File: src/rtl/beam_thresh_loader_if.sv
`default_nettype none
// ============================================================================
// Module      : beam_thresh_loader_if
// Description : Config-side write/commit port and beam_alignment load port
//               of the beam threshold loader.
// Revision    : 1.0 - initial release
// ============================================================================
interface beam_thresh_loader_if #(
    parameter int NBEAMS      = 2,
    parameter int THRESH_BITS = 18,
    parameter int ADDR_BITS   = (NBEAMS > 1) ? $clog2(NBEAMS) : 1
) ();
    logic [ADDR_BITS-1:0]   wr_addr_i;
    logic [THRESH_BITS-1:0] wr_data_i;
    logic                   wr_valid_i;
    logic                   wr_ready_o;
    logic                   commit_i;
    logic                   err_clr_i;
    logic                   busy_o;
    logic                   done_o;
    logic                   err_o;
    logic [THRESH_BITS-1:0] thresh_o;
    logic [NBEAMS-1:0]      thresh_ce_o;
    logic                   update_o;

    modport slave (
        input  wr_addr_i, wr_data_i, wr_valid_i, commit_i, err_clr_i,
        output wr_ready_o, busy_o, done_o, err_o, thresh_o, thresh_ce_o, update_o
    );

    modport master (
        output wr_addr_i, wr_data_i, wr_valid_i, commit_i, err_clr_i,
        input  wr_ready_o, busy_o, done_o, err_o, thresh_o, thresh_ce_o, update_o
    );
endinterface
`default_nettype wire

File: src/rtl/beam_thresh_loader.sv
`default_nettype none
// ============================================================================
// Module      : beam_thresh_loader
// Description : Shadow bank of per-beam thresholds; on commit streams dirty
//               entries one beam per cycle into beam_alignment, then updates.
// Revision    : 1.0 - initial release
// ============================================================================
module beam_thresh_loader #(
    parameter int                     NBEAMS         = 2,
    parameter int                     THRESH_BITS    = 18,
    parameter logic [THRESH_BITS-1:0] DEFAULT_THRESH = 18'h3FFFF,
    parameter int                     ADDR_BITS      = (NBEAMS > 1) ? $clog2(NBEAMS) : 1
) (
    input  logic                clk_i,
    input  logic                rst_i,
    beam_thresh_loader_if.slave bus
);

    typedef enum logic [1:0] {
        S_IDLE   = 2'd0,
        S_LOAD   = 2'd1,
        S_UPDATE = 2'd2,
        S_DONE   = 2'd3
    } state_t;

    state_t                 state_q, state_d;
    logic [ADDR_BITS-1:0]   idx_q, idx_d;
    logic [THRESH_BITS-1:0] shadow_q [NBEAMS];
    logic [THRESH_BITS-1:0] shadow_d [NBEAMS];
    logic [NBEAMS-1:0]      dirty_q, dirty_d;
    logic                   err_q, err_d;
    logic                   wr_ready_q, wr_ready_d;
    logic                   busy_q, busy_d;
    logic                   done_q, done_d;
    logic                   update_q, update_d;
    logic [THRESH_BITS-1:0] thresh_q, thresh_d;
    logic [NBEAMS-1:0]      ce_q, ce_d;
    logic                   wr_fire;
    logic                   addr_ok;

    always_comb begin
        state_d  = state_q;
        idx_d    = idx_q;
        shadow_d = shadow_q;
        dirty_d  = dirty_q;
        err_d    = err_q & ~bus.err_clr_i;
        wr_fire  = bus.wr_valid_i & wr_ready_q;
        addr_ok  = {1'b0, bus.wr_addr_i} < (ADDR_BITS + 1)'(NBEAMS);

        case (state_q)
            S_IDLE: begin
                if (wr_fire) begin
                    if (addr_ok) begin
                        shadow_d[bus.wr_addr_i] = bus.wr_data_i;
                        dirty_d[bus.wr_addr_i]  = 1'b1;
                    end else begin
                        err_d = 1'b1;
                    end
                end
                // dirty_d already folds in a same-cycle write
                if (bus.commit_i) begin
                    if (|dirty_d) begin
                        state_d = S_LOAD;
                        idx_d   = '0;
                    end else begin
                        state_d = S_DONE;
                    end
                end
            end
            S_LOAD: begin
                if (idx_q == ADDR_BITS'(NBEAMS - 1)) begin
                    state_d = S_UPDATE;
                end else begin
                    idx_d = idx_q + ADDR_BITS'(1);
                end
            end
            S_UPDATE: begin
                dirty_d = '0;
                state_d = S_DONE;
            end
            default: state_d = S_IDLE;
        endcase

        // Outputs are registered, so they are decoded from the state being entered
        wr_ready_d = (state_d == S_IDLE);
        busy_d     = (state_d != S_IDLE);
        update_d   = (state_d == S_UPDATE);
        done_d     = (state_d == S_DONE);
        ce_d       = '0;
        thresh_d   = '0;
        if (state_d == S_LOAD && dirty_d[idx_d]) begin
            ce_d[idx_d] = 1'b1;
            thresh_d    = shadow_d[idx_d];
        end
    end

    always_ff @(posedge clk_i) begin
        if (rst_i) begin
            state_q    <= S_IDLE;
            idx_q      <= '0;
            dirty_q    <= '1;
            err_q      <= 1'b0;
            wr_ready_q <= 1'b1;
            busy_q     <= 1'b0;
            done_q     <= 1'b0;
            update_q   <= 1'b0;
            thresh_q   <= '0;
            ce_q       <= '0;
            for (int b = 0; b < NBEAMS; b++) begin
                shadow_q[b] <= DEFAULT_THRESH;
            end
        end else begin
            state_q    <= state_d;
            idx_q      <= idx_d;
            dirty_q    <= dirty_d;
            err_q      <= err_d;
            wr_ready_q <= wr_ready_d;
            busy_q     <= busy_d;
            done_q     <= done_d;
            update_q   <= update_d;
            thresh_q   <= thresh_d;
            ce_q       <= ce_d;
            shadow_q   <= shadow_d;
        end
    end

    assign bus.wr_ready_o  = wr_ready_q;
    assign bus.busy_o      = busy_q;
    assign bus.done_o      = done_q;
    assign bus.err_o       = err_q;
    assign bus.update_o    = update_q;
    assign bus.thresh_o    = thresh_q;
    assign bus.thresh_ce_o = ce_q;

endmodule
`default_nettype wire

File: src/flat_wrapper.sv
// flat-port wrapper written by rule: the top's interface ports become plain ports
module beam_thresh_loader_flat 
#(
    parameter int                     NBEAMS         = 2,
    parameter int                     THRESH_BITS    = 18,
    parameter logic [THRESH_BITS-1:0] DEFAULT_THRESH = 18'h3FFFF,
    parameter int                     ADDR_BITS      = (NBEAMS > 1) ? $clog2(NBEAMS) : 1
)
  (clk_i, rst_i, bus_wr_addr_i, bus_wr_data_i, bus_wr_valid_i, bus_commit_i, bus_err_clr_i, bus_wr_ready_o, bus_busy_o, bus_done_o, bus_err_o, bus_thresh_o, bus_thresh_ce_o, bus_update_o);
  beam_thresh_loader_if #(.NBEAMS(NBEAMS), .THRESH_BITS(THRESH_BITS), .ADDR_BITS(ADDR_BITS)) bus_i ();
  input  logic clk_i;
  input  logic rst_i;
  input wire logic [$bits(bus_i.wr_addr_i)-1:0] bus_wr_addr_i;
  input wire logic [$bits(bus_i.wr_data_i)-1:0] bus_wr_data_i;
  input wire logic [$bits(bus_i.wr_valid_i)-1:0] bus_wr_valid_i;
  input wire logic [$bits(bus_i.commit_i)-1:0] bus_commit_i;
  input wire logic [$bits(bus_i.err_clr_i)-1:0] bus_err_clr_i;
  output wire logic [$bits(bus_i.wr_ready_o)-1:0] bus_wr_ready_o;
  output wire logic [$bits(bus_i.busy_o)-1:0] bus_busy_o;
  output wire logic [$bits(bus_i.done_o)-1:0] bus_done_o;
  output wire logic [$bits(bus_i.err_o)-1:0] bus_err_o;
  output wire logic [$bits(bus_i.thresh_o)-1:0] bus_thresh_o;
  output wire logic [$bits(bus_i.thresh_ce_o)-1:0] bus_thresh_ce_o;
  output wire logic [$bits(bus_i.update_o)-1:0] bus_update_o;
  assign bus_i.wr_addr_i = bus_wr_addr_i;
  assign bus_i.wr_data_i = bus_wr_data_i;
  assign bus_i.wr_valid_i = bus_wr_valid_i;
  assign bus_i.commit_i = bus_commit_i;
  assign bus_i.err_clr_i = bus_err_clr_i;
  assign bus_wr_ready_o = bus_i.wr_ready_o;
  assign bus_busy_o = bus_i.busy_o;
  assign bus_done_o = bus_i.done_o;
  assign bus_err_o = bus_i.err_o;
  assign bus_thresh_o = bus_i.thresh_o;
  assign bus_thresh_ce_o = bus_i.thresh_ce_o;
  assign bus_update_o = bus_i.update_o;
  beam_thresh_loader #(.NBEAMS(NBEAMS), .THRESH_BITS(THRESH_BITS), .DEFAULT_THRESH(DEFAULT_THRESH), .ADDR_BITS(ADDR_BITS)) u_core (.clk_i(clk_i), .rst_i(rst_i), .bus(bus_i));
endmodule
File: config.mk
export PLATFORM = sky130hd
export DESIGN_NAME = beam_thresh_loader_flat
export DESIGN_NICKNAME = d
export VERILOG_FILES = /design/src/rtl/beam_thresh_loader_if.sv /design/src/rtl/beam_thresh_loader.sv /design/src/flat_wrapper.sv
export SDC_FILE = /design/constraint.sdc
export NUM_CORES = 1
export LEC_CHECK = 0
export BUFFER_PORTS_ARGS = -buffer_cell sky130_fd_sc_hd__buf_4
export CELL_PAD_IN_SITES_DETAIL_PLACEMENT = 1
export CELL_PAD_IN_SITES_GLOBAL_PLACEMENT = 1
export CORE_MARGIN = 2
export CORE_UTILIZATION = 46
export CTS_BUF_LIST = sky130_fd_sc_hd__clkbuf_2 sky130_fd_sc_hd__clkbuf_4 sky130_fd_sc_hd__clkbuf_8
export DETAILED_ROUTE_END_ITERATION = 12
export PLACE_DENSITY = 0.92
export REMOVE_ABC_BUFFERS = 1
export SLEW_MARGIN = 10
export SYNTH_ARGS = -nofsm -noshare
export SYNTH_HDL_FRONTEND = slang
export SYNTH_SLANG_ARGS = --single-unit
File: constraint.sdc
create_clock -name clk_i -period 4.8 [get_ports clk_i]
set_input_delay 0.96 -clock clk_i [delete_from_list [all_inputs] [get_ports clk_i]]
set_output_delay 0.96 -clock clk_i [all_outputs]
set_load 0.05 [all_outputs]
==> impl_metrics.py, run 1 <==
metrics = {
    "status": {
        "outcome": "finished clean",
    },
    "drt": {
        "dr_total_vias": 2283,
        "ant_nets": 0,
        "drc": 0,
        "routed_wl_mm": 6.77,
        "vias_per_cell": 5.64,
        "first_pass_iters": 5,
        "wire_per_inst_um": 16.7,
        "drtIter0Drc": 142,
    },
    "sta": {
        "min_period_ns": 2.24,
        "worst_slack_ns": 2.56,
        "timing.hold.ws_ns": 0.467,
        "worstMarginPinSlew_ns": 0.869,
        "max_slew_margin_pct": 41.9,
        "tns_ns": 0,
        "drv_slew": 0,
        "fmax_ghz": 0.447,
        "skew_ns": 0.00483,
        "hold_viol": 0,
        "fin_crit_sh_pct": 46.6,
        "rsz0062_at_grt": "no",
        "finalSetupViolCount": 0,
    },
    "global_routing": {
        "grt_remaining_overflow": 0,
        "grt_pass1_wl_mm": 11.0,
        "grt_max_degree": 47,
        "grt_usage_pct": 22.8,
        "grt_pass1_vias": 2333,
        "antenna_found_initial": 0,
    },
    "layout": {
        "finalInstanceArea_um2": 3090,
        "utilization_pct": 56.8,
        "syn_to_final_growth_pct": 20.6,
        "final_nets": 352,
        "antenna_cells": 0,
        "drive_gt1_share_pct": 21.0,
    },
    "worst_setup_path": {
        "cp_max_fo": 46,
        "cp_slowest_cell": "nand3_1",
        "critPathKind": "input pin to flip-flop",
        "critPathLaunchType": "input pin",
        "arrival_ns": 2.47,
        "r2r_start": "u_core.state_q[0]$_SDFF_PP0_",
        "crit_path_start": "rst_i",
        "end_kind": "flip-flop",
        "cp.required_ns": 5.03,
        "max_stage_delay_ns": 0.63,
        "path_cells": "buf_4, nor2_1, nand3_1, o22ai_1",
        "r2r_slack_ns": 2.63,
    },
    "logic_synthesis": {
        "netlist_top_cells_area": "dfxtp_1 (52%), nand2_1 (11%), a22oi_1 (10%)",
        "syn-cell-area_um2": 2560,
        "synth_top_cell_by_area": "dfxtp_1",
        "synth_flop_cell": "dfxtp_1",
        "synth_seq_cells": 66,
        "synth.distinct_cells": 33,
        "synth_edf_count": 0,
        "seq_area_frac_synth_pct": 51.6,
        "synth_top_cell_area_share_pct": 51.6,
        "synth_area_per_cell_um2": 8.80,
        "async_flop_share_pct": 0,
        "syn_inst": 291,
        "ys_warn_count": 0,
    },
    "clocking": {
        "cts_resized": 0,
        "clk_pin_slew_ns": 0.07,
        "cts_hold_buf": 0,
        "post_cts_buffers": 0,
        "clk_latency_ns": 0.34,
        "cts_max_level": 3,
        "clock_tree.buffer_depth": 2,
        "cts_tree": "done",
        "cts-buffers-inserted": 9,
        "cts_root_buffer": "clkbuf_8",
        "clock_sinks": 66,
    },
    "placement": {
        "placed_area_um2": 2890,
        "pre_cts_ws_ns": 2.30,
        "dp_hpwl_mm": 4.10,
        "io_buffers": 48,
        "place.gp.congestion": 0.750,
    },
    "floorplanning": {
        "io_pins": 49,
        "dieWidth_um": 78.6,
        "die_h_um": 78.6,
        "core_um2": 5440,
        "start_util_pct": 47.1,
        "rows": 27,
        "design.die.area_um2": 6180,
    },
    "power": {
        "power_density_nw_per_um2": 447,
        "power.leakage_nw": 1.36,
        "ir_drop_v": 0.000208,
    },
    "hold_path": {
        "min_path_type": "flip-flop to flip-flop",
        "min-delay-start": "u_core.shadow_q[10]$_SDFF_PP1_",
    },
    "job": {
        "cap_violations": 0,
    },
}
==> Yosys cell counts (2+ instances only) <==
library cell and instances:
a21oi_1 37, o21ai_0 3, nand2_1 74, buf_6 2
inv_1 2, nand2b_1 4, dfxtp_1 66, nor2_1 7
buf_2 13, nor3_1 2, a22oi_1 35, clkbuf_1 5
o22ai_1 19, buf_1 3
==> registers in the layout, indices dropped and copies added, names as in the netlist <==
signal / cells
u_core.shadow_q: 36
u_core.bus.thresh_o: 18
u_core.bus.thresh_ce_o: 2
u_core.dirty_q: 2
u_core.state_q: 2
u_core.bus.busy_o: 1
u_core.bus.done_o: 1
u_core.bus.err_o: 1
u_core.bus.update_o: 1
u_core.bus.wr_ready_o: 1
u_core.idx_q: 1
==> critical path: cells and delay by family <==
kind | cells | cell delay (ns)
and+or+nand+nor | 2 | 0.82
AOI/OAI and AO/OA | 1 | 0.40
buffers and inverters | 1 | 0.25
==> kinds of logic (layout without fill, tap and decap cells) <==
group / count (synthesis) / in the layout / synth area share [%]
AO/OA/AOI/OAI: 100 / 100 / 24.6
AND/OR/NAND/NOR: 99 / 99 / 18.3
buffers and inverters: 26 / 68 / 5.47
flip-flops: 66 / 66 / 51.6
==> per-stage QoR <==
stage | total power [mW] | instances
floorplan | 0.822 | 267
global placement | 0.916 | 389
detailed placement | 0.926 | 389
CTS | 1.39 | 405
global route | 1.44 | 405
finish | 1.38 | 405
==> layout by cell type, fill, tap and decap left out, types with 2 or more instances in the layout <==
master	instances
clkbuf_8	9
nand2b_1	4
a22oi_1	35
clkbuf_4	4
nor3_1	2
dfxtp_1	66
clkinv_2	2
o22ai_1	19
nor2_1	7
a21oi_1	37
nand2_1	74
o21ai_0	3
inv_1	2
buf_4	50
==> routing by layer <==
metal	vias to the layer above	GRT usage (%)	share of wire [%]
li1	1105	-	-
met1	1103	28.4	41
met2	66	37.9	52
met3	9	4.71	5.4
met4	0	10.4	1.6
met5	-	0	0
==> path summary, 6_finish.rpt <==
check	cells after the start	endpoint
worst max-delay path	4	u_core.bus.thresh_o[2]$_SDFF_PP0_
worst min-delay path	2	u_core.shadow_q[10]$_SDFF_PP1_
worst max register to register	4	u_core.bus.thresh_o[2]$_SDFF_PP0_
worst min register to register	2	u_core.shadow_q[10]$_SDFF_PP1_
==> power by group <==
group	internal [mW]	leakage (nW)	switching (mW)
Combinational	0.0991	0.709	0.193
Clock	0.262	0.105	0.201
Sequential	0.598	0.544	0.0273
==> area by class of cell <==
type                       instances  area (um^2)
sequential                        66         1320
tap                               72         90.1
multi-input combinational        199         1100
inverter                           2         7.51
clock inverter                     3         40.0
timing repair buffer              50          375
clock buffer                      13          154
fill                             678         2350
No activity file was read; power rests on OpenSTA's default activity.
==> inputs of run 2 (changes only) <==
- ABC_AREA: not set -> 1
- CORE_UTILIZATION: 46 -> 38
- PLACE_DENSITY: 0.92 -> 0.82
- clock period: 4.8 -> 1.95 ns (I/O delays scaled with it)
==> run 2 against run 1 <==
Die area increased by 32%. Non-clock buffer count is 5 higher. Combinational power rose to 3.3 times the previous value. Sequential power grew 140%. Final area is 14% higher. Highest routed layer unchanged. Clock skew is 0.0053 ns higher. Synthesized cell count up 22%. Sequential share of layout area is 5.1 points lower. Wire length increased by 4.4%. Register-to-register slack worse by 2.4 ns.
==> impl_metrics.py, run 2 <==
metrics = {
    "sta": {
        "worstMarginPinSlew_ns": 0.334,
        "min_period_ns": 1.75,
        "fin_crit_sh_pct": 89.6,
        "worst_slack_ns": 0.202,
        "fmax_ghz": 0.572,
        "rsz0062_at_grt": "no",
        "hold_viol": 0,
        "drv_slew": 0,
        "tns_ns": 0,
        "max_slew_margin_pct": 77.8,
        "finalSetupViolCount": 0,
        "skew_ns": 0.0101,
    },
    "clocking": {
        "cts_tree": "done",
        "cts_max_level": 3,
        "cts_root_buffer": "clkbuf_8",
        "cts-buffers-inserted": 9,
        "clk_latency_ns": 0.34,
        "clock_tree.buffer_depth": 2,
        "post_cts_buffers": 0,
        "clock_sinks": 66,
        "cts_resized": 0,
        "cts_hold_buf": 0,
        "clk_pin_slew_ns": 0.08,
    },
    "floorplanning": {
        "core_um2": 7250,
        "rows": 31,
        "dieWidth_um": 90.3,
        "start_util_pct": 39.0,
        "die_h_um": 90.3,
        "design.die.area_um2": 8160,
        "io_pins": 49,
    },
    "global_routing": {
        "grt_usage_pct": 18.7,
        "grt_pass1_vias": 2467,
        "grt_remaining_overflow": 0,
        "antenna_found_initial": 0,
        "grt_pass1_wl_mm": 12.1,
        "grt_max_degree": 39,
    },
    "logic_synthesis": {
        "syn_inst": 354,
        "synth_top_cell_by_area": "dfxtp_1",
        "synth_flop_cell": "dfxtp_1",
        "synth_seq_cells": 66,
        "synth_top_cell_area_share_pct": 46.7,
        "synth.distinct_cells": 27,
        "synth_area_per_cell_um2": 8.00,
        "seq_area_frac_synth_pct": 46.7,
        "netlist_top_cells_area": "dfxtp_1 (47%), nand2_1 (11%), or2_1 (8.0%)",
        "synth_edf_count": 0,
        "ys_top_cells_by_count": "nand2_1 (82), dfxtp_1 (66), inv_1 (39)",
        "synth_most_common_cell": "nand2_1",
        "syn-cell-area_um2": 2830,
        "ys_warn_count": 0,
        "async_flop_share_pct": 0,
    },
    "worst_setup_path": {
        "cp_max_fo": 24,
        "critPathLaunchType": "flip-flop",
        "critPathKind": "flip-flop to flip-flop",
        "cp.required_ns": 2.22,
        "r2r_start": "u_core.state_q[0]$_SDFF_PP0_",
        "end_kind": "flip-flop",
        "r2r_cells": 8,
        "arrival_ns": 2.02,
        "r2r_slack_ns": 0.20,
        "r2r-end": "u_core.bus.thresh_o[1]$_SDFF_PP0_",
    },
    "status": {
        "outcome": "finished clean",
    },
    "layout": {
        "antenna_cells": 0,
        "layout_common_cells": "nand2_1 (82), dfxtp_1 (65), buf_4 (52)",
        "layout.cells.non_filler": 507,
        "finalInstanceArea_um2": 3510,
        "largest_reg_flops": 36,
        "layout_commonest_cell": "nand2_1",
        "drive_gt1_share_pct": 29.9,
        "syn_to_final_growth_pct": 24.0,
        "regMostFlops": "u_core.shadow_q",
        "final_nets": 427,
    },
    "job": {
        "cap_violations": 0,
    },
    "power": {
        "ir_drop_v": 0.000429,
        "p_comb_share_pct": 25.2,
        "seqPwrFrac_pct": 39.8,
        "switching_share_pct": 32.5,
        "power.leakage_nw": 1.87,
        "internal_power_mw": 2.60,
        "power.share.clock_pct": 35.0,
        "switchingPower_mw": 1.25,
        "power_density_nw_per_um2": 1100,
    },
    "drt": {
        "first_pass_iters": 4,
        "drc": 0,
        "drtIter0Drc": 90,
        "vias_per_cell": 4.71,
        "wire_per_inst_um": 14.0,
        "routed_wl_mm": 7.07,
        "ant_nets": 0,
        "dr_total_vias": 2390,
    },
    "hold_path": {
        "min_path_type": "input pin to flip-flop",
        "whs_endpoint": "u_core.bus.err_o$_SDFF_PP0_",
        "min-delay-start": "bus_err_clr_i",
        "min_path_cells": 2,
    },
    "placement": {
        "pre_cts_ws_ns": 0.134,
        "place.gp.congestion": 0.784,
        "dp_hpwl_mm": 4.59,
        "dp_cells": 491,
        "io_buffers": 48,
        "placed_area_um2": 3270,
    },
}
==> run 2: how the worst max path moves through the flow <==
stage | slack [ns] | start | to
6_report | 0.20 | u_core.state_q[0]$_SDFF_PP0_ | u_core.bus.thresh_o[1]$_SDFF_PP0_
5_1_grt | 0.09 | u_core.bus.wr_ready_o$_SDFF_PP1_ | u_core.bus.thresh_o[4]$_SDFF_PP0_
4_1_cts | 0.11 | u_core.bus.wr_ready_o$_SDFF_PP1_ | u_core.bus.thresh_o[7]$_SDFF_PP0_
3_5_place_dp | 0.13 | bus_wr_addr_i | u_core.bus.thresh_o[12]$_SDFF_PP0_
3_3_place_gp | 0.24 | bus_wr_addr_i | u_core.bus.thresh_o[17]$_SDFF_PP0_
2_1_floorplan | -0.06 | u_core.bus.wr_ready_o$_SDFF_PP1_ | u_core.bus.thresh_o[0]$_SDFF_PP0_
==> run 2: critical path, stage by stage, from the launching register on <==
cell and delay (ns):
dfxtp_1 0.39, nor2_4 0.22, nand4_4 0.27, buf_12 0.26, o21ai_1 0.23, nand2_1 0.11, nand2_1 0.07, inv_1 0.04
nor2_1 0.10
==> run 2: layout make-up <==
| class | instances | area, um^2 |
|---|---|---|
| fill | 922 | 3740 |
| sequential | 66 | 1320 |
| multi-input combinational | 221 | 1190 |
| timing repair buffer | 55 | 450 |
| inverter | 50 | 188 |
| clock buffer | 11 | 151 |
| tap | 99 | 124 |
| clock inverter | 5 | 85.1 |
==> run 2: kinds of logic (layout without fill, tap and decap cells) <==
| logic type | after synthesis | in the layout | synth area share (%) |
|---|---|---|---|
| AO/OA/AOI/OAI | 40 | 40 | 8.22 |
| flip-flops | 66 | 66 | 46.7 |
| AND/OR/NAND/NOR | 181 | 181 | 33.8 |
| buffers and inverters | 67 | 121 | 11.3 |
==> run 2: through the flow <==
step / util (%) / hold WS (ns) / power (mW)
after CTS: 48.4 / 0.181 / 3.89
final: 48.4 / 0.189 / 3.85
after floorplan: - / 0.459 / 2.21
after detailed placement: 45.1 / 0.438 / 2.53
after global placement: 45.1 / 0.429 / 2.50
after global routing: 48.4 / 0.187 / 4.05
==> run 2: power by group through the flow <==
stage	combinational, mW	sequential, mW	clock [mW]
finish	0.971	1.53	1.35
global route	1.06	1.55	1.44
CTS	0.983	1.53	1.37
detailed placement	0.965	1.56	0
global placement	0.939	1.56	0
floorplan	0.416	1.79	0
==> run 2: metal layers <==
layer	track usage (%)	share of wire [%]	up-vias
li1	-	-	1176
met1	23.0	45	1157
met2	32.3	50	50
met3	3.26	4.1	7
met4	7.44	1.2	0
met5	0	0	-
==> inputs of run 3 (changes only) <==
- CORE_UTILIZATION: 38 -> 42
- PLACE_DENSITY: 0.82 -> 0.86
- clock period: 1.95 -> 1.8 ns (I/O delays scaled with it)
==> run 3 against run 2 <==
Clock skew down 0.0042 ns. Total power rose by 5.3%. Largest power group unchanged. Critical path type unchanged. Flip-flop and latch count stayed put. Critical endpoint is now u_core.bus.thresh_o[2]$_SDFF_PP0_. Core utilization increased by 5.5 points. Final area fell by 1.5%. First-iteration DRC count up 46%. Setup slack got worse by 0.072 ns. Fmax grew 4.7%. Combinational power is 7% higher. Critical path depth is the same.
==> impl_metrics.py, run 3 (synthesized netlist as in run 2, its figures left out) <==
metrics = {
    "status": {
        "outcome": "finished clean",
    },
    "sta": {
        "worstMarginPinSlew_ns": 0.323,
        "finalSetupViolCount": 0,
        "timing.hold.ws_ns": 0.165,
        "fmax_ghz": 0.599,
        "skew_ns": 0.00594,
        "tns_ns": 0,
        "max_slew_margin_pct": 78.4,
        "fin_crit_sh_pct": 92.8,
        "rsz0062_at_grt": "no",
        "min_period_ns": 1.67,
        "drv_slew": 0,
        "worst_slack_ns": 0.130,
        "hold_viol": 0,
    },
    "global_routing": {
        "antenna_found_initial": 0,
        "grt_remaining_overflow": 0,
        "grt_usage_pct": 19.9,
        "grt_pass1_wl_mm": 11.5,
        "grt_max_degree": 39,
        "grt_pass1_vias": 2453,
    },
    "drt": {
        "first_pass_iters": 4,
        "wire_per_inst_um": 13.7,
        "dr_total_vias": 2351,
        "vias_per_cell": 4.84,
        "drtIter0Drc": 131,
        "top_layer_used": "met4",
        "wl_met2_mm": 3.31,
        "met3_length_um": 255,
        "routedLengthMet1_mm": 2.99,
        "drc": 0,
        "ant_nets": 0,
        "routed_wl_mm": 6.66,
    },
    "clocking": {
        "cts_hold_buf": 0,
        "post_cts_buffers": 0,
        "clock_tree.buffer_depth": 2,
        "clock_sinks": 66,
        "clk_latency_ns": 0.34,
        "cts_tree": "done",
        "cts_max_level": 3,
        "clk_pin_slew_ns": 0.07,
        "cts-buffers-inserted": 9,
        "cts_root_buffer": "clkbuf_8",
        "cts_resized": 0,
    },
    "power": {
        "power_density_nw_per_um2": 1170,
        "ir_drop_v": 0.000637,
        "p_comb_share_pct": 25.7,
        "power.leakage_nw": 1.86,
        "internal_power_mw": 2.74,
        "power.share.clock_pct": 33.5,
        "switching_share_pct": 32.6,
        "seqPwrFrac_pct": 40.8,
        "switchingPower_mw": 1.32,
    },
    "worst_setup_path": {
        "r2r_start": "u_core.state_q[0]$_SDFF_PP0_",
        "timing.critical_path.buf_inv": 2,
        "max_stage_delay_ns": 0.39,
        "arrival_ns": 1.94,
        "critPathKind": "flip-flop to flip-flop",
        "r2r_slack_ns": 0.13,
        "end_kind": "flip-flop",
        "critPathLaunchType": "flip-flop",
        "path_cells": "nor2_4, nand4_4, buf_12, o21ai_1, nand3_1, nand2_1, inv_1, nor2_1",
        "r2r-end": "u_core.bus.thresh_o[2]$_SDFF_PP0_",
        "r2r_cells": 8,
        "cp_slowest_cell": "dfxtp_1",
        "cp.required_ns": 2.07,
        "cp_max_fo": 28,
        "cp_top_family": "simple AND/OR/NAND/NOR gates",
    },
    "layout": {
        "drive_gt1_share_pct": 29.8,
        "layout_common_cells": "nand2_1 (82), dfxtp_1 (66), buf_4 (55)",
        "largest_reg_flops": 36,
        "syn_to_final_growth_pct": 22.2,
        "layout_commonest_cell": "nand2_1",
        "regMostFlops": "u_core.shadow_q",
        "final_nets": 429,
        "antenna_cells": 0,
    },
    "hold_path": {
        "min-delay-start": "bus_err_clr_i",
        "min_path_type": "input pin to flip-flop",
        "whs_endpoint": "u_core.bus.err_o$_SDFF_PP0_",
        "min_path_cells": 2,
    },
    "floorplanning": {
        "dieWidth_um": 86.1,
        "design.die.area_um2": 7410,
        "io_pins": 49,
        "core_um2": 6420,
        "die_h_um": 86.1,
        "start_util_pct": 44.1,
        "rows": 29,
    },
    "placement": {
        "io_buffers": 48,
        "dp_hpwl_mm": 4.42,
        "place.gp.congestion": 0.816,
        "pre_cts_ws_ns": 0.192,
    },
    "job": {
        "cap_violations": 0,
    },
}
run 3: routing by layer:
layer,global-route usage [%],up-vias
li1,-,1185
met1,24.3,1119
met2,33.8,40
met3,5.39,7
met4,6.93,0
met5,0,-
run 3: power by group through the flow:
stage          combinational, mW  sequential [mW]  clock [mW]
6_report                    1.04             1.66        1.36
4_1_cts                     1.05             1.66        1.38
3_5_place_dp                1.03             1.69           0
2_1_floorplan              0.451             1.94           0
3_3_place_gp                1.00             1.68           0
5_1_grt                     1.14             1.67        1.44
run 3: how the worst max path moves through the flow:
stage,from,endpoint,slack [ns],depth (start not counted)
finish,u_core.state_q[0]$_SDFF_PP0_,u_core.bus.thresh_o[2]$_SDFF_PP0_,0.13,8
global route,u_core.state_q[0]$_SDFF_PP0_,u_core.bus.thresh_o[2]$_SDFF_PP0_,0.02,8
CTS,u_core.state_q[0]$_SDFF_PP0_,u_core.bus.thresh_o[2]$_SDFF_PP0_,0.12,8
detailed placement,bus_wr_addr_i,u_core.bus.thresh_o[6]$_SDFF_PP0_,0.19,10
global placement,bus_wr_valid_i,u_core.bus.thresh_o[12]$_SDFF_PP0_,0.27,11
floorplan,u_core.bus.wr_ready_o$_SDFF_PP1_,u_core.bus.thresh_o[0]$_SDFF_PP0_,-0.21,8
run 3: per-stage QoR:
stage          power [mW]  instance area [um^2]  std cells  utilization (%)
5_1_grt              4.26                  3460        486             53.9
3_5_place_dp         2.72                  3250        471             50.6
6_report             4.06                  3460        486             53.9
3_3_place_gp         2.69                  3250        471             50.6
2_1_floorplan        2.39                  2700        337                -
4_1_cts              4.10                  3460        486             53.9
run 3: layout make-up:
type                    count  area (um^2)
fillers                   813         2960
multi-input cells         221         1190
clock inverters             5         80.1
clock buffers              10          131
inverters                  50          188
flip-flops and latches     66         1320
repair buffers             57          453
well taps                  77         96.3
